### src/rtl/word_serializer.sv
// Wide-word to narrow-beat serializer with valid/ready on both sides.
// A finished word hands over to the next one on the same edge, so back-to-back words stream without gaps.
module word_serializer #(
    parameter int WORD_W    = 64,
    parameter int OUT_W     = 8,
    parameter int MSB_FIRST = 0
) (
    input  logic              clk,
    input  logic              reset,
    input  logic              in_valid,
    output logic              in_ready,
    input  logic [WORD_W-1:0] in_data,
    output logic              out_valid,
    input  logic              out_ready,
    output logic [OUT_W-1:0]  out_data,
    output logic              out_last,
    output logic              busy
);

    localparam int BEATS = WORD_W / OUT_W;
    localparam int CNT_W = (BEATS > 1) ? $clog2(BEATS) : 1;
    localparam logic [CNT_W-1:0] LAST_CNT = CNT_W'(BEATS - 1);
    localparam logic FIRST_IS_LAST = (BEATS == 1);

    typedef enum logic [0:0] {
        IDLE = 1'b0,
        SEND = 1'b1
    } state_t;

    generate
        if (((WORD_W % OUT_W) != 0) || (OUT_W > WORD_W)) begin : g_bad_params
            $error("word_serializer: WORD_W must be a non-zero multiple of OUT_W");
        end
    endgenerate

    state_t            state_r, state_s;
    logic [WORD_W-1:0] shift_r, shift_s;
    logic [CNT_W-1:0]  cnt_r, cnt_s;
    logic              last_r, last_s;
    logic              run_r;
    logic              in_ready_s;
    logic              load_s;

    // Acceptance: idle, or the last beat leaves this cycle; gated until the first edge after reset.
    always_comb begin
        in_ready_s = run_r & ((state_r == IDLE) | ((state_r == SEND) & out_ready & last_r));
        load_s     = in_valid & in_ready_s;
    end

    // Next-state and datapath update for the two-state serializer.
    always_comb begin
        state_s = state_r;
        shift_s = shift_r;
        cnt_s   = cnt_r;
        last_s  = last_r;
        case (state_r)
            IDLE: begin
                if (load_s) begin
                    state_s = SEND;
                    shift_s = in_data;
                    cnt_s   = {CNT_W{1'b0}};
                    last_s  = FIRST_IS_LAST;
                end else begin
                    state_s = IDLE;
                end
            end
            SEND: begin
                if (!out_ready) begin
                    state_s = SEND;
                end else if (!last_r) begin
                    if (MSB_FIRST != 0) begin
                        shift_s = shift_r << OUT_W;
                    end else begin
                        shift_s = shift_r >> OUT_W;
                    end
                    cnt_s  = cnt_r + CNT_W'(1);
                    last_s = ((cnt_r + CNT_W'(1)) == LAST_CNT);
                end else if (load_s) begin
                    shift_s = in_data;
                    cnt_s   = {CNT_W{1'b0}};
                    last_s  = FIRST_IS_LAST;
                end else begin
                    // Clearing the shifter keeps out_data at zero while idle.
                    state_s = IDLE;
                    shift_s = {WORD_W{1'b0}};
                    cnt_s   = {CNT_W{1'b0}};
                    last_s  = 1'b0;
                end
            end
            default: begin
                state_s = IDLE;
                shift_s = {WORD_W{1'b0}};
                cnt_s   = {CNT_W{1'b0}};
                last_s  = 1'b0;
            end
        endcase
    end

    // State, shifter, beat counter and the post-reset run flag.
    always_ff @(posedge clk or negedge reset) begin
        if (!reset) begin
            state_r <= IDLE;
            shift_r <= {WORD_W{1'b0}};
            cnt_r   <= {CNT_W{1'b0}};
            last_r  <= 1'b0;
            run_r   <= 1'b0;
        end else begin
            state_r <= state_s;
            shift_r <= shift_s;
            cnt_r   <= cnt_s;
            last_r  <= last_s;
            run_r   <= 1'b1;
        end
    end

    generate
        if (MSB_FIRST != 0) begin : g_msb
            assign out_data = shift_r[WORD_W-1 -: OUT_W];
        end else begin : g_lsb
            assign out_data = shift_r[OUT_W-1:0];
        end
    endgenerate

    assign in_ready  = in_ready_s;
    assign out_valid = (state_r == SEND);
    assign busy      = (state_r == SEND);
    assign out_last  = last_r;

endmodule

### config.mk
export PLATFORM = sky130hd
export DESIGN_NAME = word_serializer
export DESIGN_NICKNAME = d
export VERILOG_FILES = /design/src/rtl/word_serializer.sv
export SDC_FILE = /design/constraint.sdc
export NUM_CORES = 1
export LEC_CHECK = 0
export CORE_ASPECT_RATIO = 1.5
export CORE_MARGIN = 1
export CORE_UTILIZATION = 54
export DETAILED_ROUTE_END_ITERATION = 12
export GPL_TIMING_DRIVEN = 0
export PLACE_DENSITY_LB_ADDON = 0.15
export REMOVE_ABC_BUFFERS = 1
export SKIP_LAST_GASP = 1
export SLEW_MARGIN = 20
export SYNTH_ARGS = -nofsm -noshare
export SYNTH_HDL_FRONTEND = slang
export SYNTH_SLANG_ARGS = --single-unit
### constraint.sdc
create_clock -name clk -period 5.1 [get_ports clk]
set_clock_uncertainty 0.1 [all_clocks]
set_input_delay 1.53 -clock clk [delete_from_list [all_inputs] [get_ports clk]]
set_output_delay 1.53 -clock clk [all_outputs]
set_load 0.05 [all_outputs]
==> flow_summary.toml <==
[run_status]
status = "complete, no violations"

[synthesis]
synth-edff-count = 0
syn_area_um2 = 3362
avgSynthCellArea_um2 = 8.941
synthArstFlopShare = 1.000
synth_top_family_by_area = "compound AO/OA/AOI/OAI gates"
yosys-top-cells-area = "dfrtp_1, a31oi_1, nor3_1"
synth.area.mux_share = 0.005955
synthFlopType = "dfrtp_1"
synthXorXnorAreaFrac = 0.002605
synth_top_area_cell = "dfrtp_1"
yosys.area_share.simple = 0.1697
synthCells = 376
yosys_warnings = 0
synth_compound_area_frac = 0.2181
synth_top_area_share = 0.5210
ys_seq_elements = 70
ys_types = 27
synth_fa_ha_area_frac = 0.007443
yosysSeqAreaShare = 0.5210

[clock_network]
path_clk_slew_ns = 0.07
hold_buffers = 0
cts_setup_buffers = 0
clk_path_buf_depth = 2
cts-resized-gates = 0
cts_tree = "done"
cts_made_buffers = 9
clock-sinks = 70
clkLatencyLatePin_ns = 0.33
root_buffer = "clkbuf_8"
cts.htree.levels = 3

[power_and_ir_drop]
p_int_uw = 1561
power_frac_clock = 0.171
swShare = 0.4027
power_leakage_uw = 0.001787
power.share.sequential = 0.363
p_per_area_nw_per_um2 = 597.4
combPwrFrac = 0.465
switchingPower_uw = 1053
vdd_drop_max_mv = 0.5767

[worst_setup_path]
r2r_end = "shift_r[31]"
cp-end-kind = "output port"
slowest_delay_ns = 0.79
critPathCapture = "in_ready"
ff2ff_path_depth = 5
crit_slowest_cell = "clkdlybuf4s50_1"
path_cells = "clkdlybuf4s50_1 > nand2_1 > nand2_1 > and2_1 > clkdlybuf4s50_1"
crit_fanout = 5
cp.required_ns = 3.47
crit_start = "out_ready"
path_class = "in2out"
rr_startpoint = "busy"
worstPathArrival_ns = 3.20
start_kind = "input port"
r2r_slack_ns = 2.46

[die]
die-area_um2 = 6552
ioPinCount = 80
die_w_um = 66.43
core_um2 = 5913
initial_core_util = 0.5686
fp-row-count = 34
die_h_um = 98.64

[place]
place_inst = 485
dp_hpwl_um = 4552
finalWeightedCongestion = 0.7021
post_dp_cell_area_um2 = 4175
io_buffers = 79

[sta]
worst_pin_slew_ns = 0.8163
clock.fmax_ghz = 0.2069
finalSetupViolCount = 0
maxSlewHeadroom = 0.4550
finalCriticalPeriod_ns = 4.833
drv_slew = 0
finalHoldViolations = 0
rsz0062_at_grt = "no"
min_period_over_period = 0.9476

[route]
routed_wirelength_um = 7735
drc_errors = 0
num_vias = 3020
wl_per_cell_um = 15.44
first_iter_violations = 298
via_per_inst = 6.028
drt_pass1_iterations = 5
ant_nets = 0

[cells_and_area]
antenna_cells = 0
final_cell_count_no_fill = 501
area_delta_synth_final_pct = 30.15
drive_gt1_frac = 0.06760
finish.net_count = 494
mostFrequentLayoutCell = "clkdlybuf4s50_1"
postLayoutCellArea_um2 = 4375
num-fill-cells = 452
layout_common_cells = "clkdlybuf4s50_1, dfrtp_1, nand2_1"

[global_route]
grt_max_degree = 58
grt_pass1_vias = 2906
overflow = 0
grt_antenna_before_repair = 0
grt_pass1_wl_um = 13170
grtUsageTotal = 0.2592

[job]
cap_violations = 0

[hold_path]
min_path_type = "reg2reg"
## routing by layer
| layer | part of all wire | routed length, um | global-route usage |
|---|---|---|---|
| met5 | 0 | 0 | 0 |
| met4 | 0.018 | 136 | 0.1064 |
| met3 | 0.054 | 414 | 0.03241 |
| met2 | 0.49 | 3805 | 0.4301 |
| met1 | 0.44 | 3378 | 0.3382 |
## metrics by stage
stage	TNS, ns	util	setup WS [ns]	hold slack [ns]	power (uW)
after detailed placement	0	0.7061	0.2808	0.3811	2176
after global routing	0	0.7399	0.2022	0.4234	2808
after global placement	-43.42	0.6767	-0.7523	0.3832	2074
after floorplan	0	-	0.9291	0.3659	1764
final	0	0.7399	0.2672	0.3992	2614
after CTS	0	0.7399	0.2629	0.4051	2630
## cell type report
type,instances,area (um2),area share
clock buffer,12,155.1,0.03546
clock inverter,4,45.04,0.01029
inverter,2,7.507,0.001716
multi-input combinational,256,1373,0.3137
sequential,70,1752,0.4003
tap,72,90.09,0.02059
timing repair buffer,85,953.4,0.2179
## worst max-delay path: cells and delay by family
kind,cells,cell delay (ns)
buffers and inverters,2,1.33
AND/OR/NAND/NOR,3,0.34
## how the worst min path moves through the flow
stage           startpoint     endpoint  slack [ns]  cells past startpoint
2_1_floorplan  shift_r[56]  shift_r[56]        0.37                      1
3_3_place_gp   shift_r[58]  shift_r[58]        0.38                      1
3_5_place_dp   shift_r[62]  shift_r[62]        0.38                      1
4_1_cts        shift_r[58]  shift_r[58]        0.41                      1
5_1_grt        shift_r[59]  shift_r[59]        0.42                      1
6_report       shift_r[62]  shift_r[62]        0.40                      1
## flip-flops by register name, summed over array words and instances (netlist names)
| register | flops |
|---|---|
| run_r | 1 |
| out_last | 1 |
| busy | 1 |
| shift_r | 64 |
| cnt_r | 3 |
## cell usage after synthesis (7+ instances only)
cell type  instances
nor3_1            56
a31oi_1           56
nand2_1           61
buf_2              7
buf_4             10
dfrtp_1           70
clkbuf_1          28
a22o_1             8
o21ai_0           56
## logic make-up after synthesis
| logic type | Yosys count |
|---|---|
| compound gates | 124 |
| xor+xnor | 1 |
| fa+ha+maj | 2 |
| buf+inv | 50 |
| flops | 70 |
| mux | 2 |
| other cells | 1 |
| simple gates | 126 |
## power groups by stage
stage | logic (uW) | registers (uW) | clock network [uW]
2_1_floorplan | 697 | 1070 | 0
3_3_place_gp | 1130 | 943 | 0
3_5_place_dp | 1220 | 957 | 0
4_1_cts | 1220 | 948 | 458
5_1_grt | 1350 | 982 | 479
6_report | 1220 | 950 | 447
(Power assumes the default switching activity.)
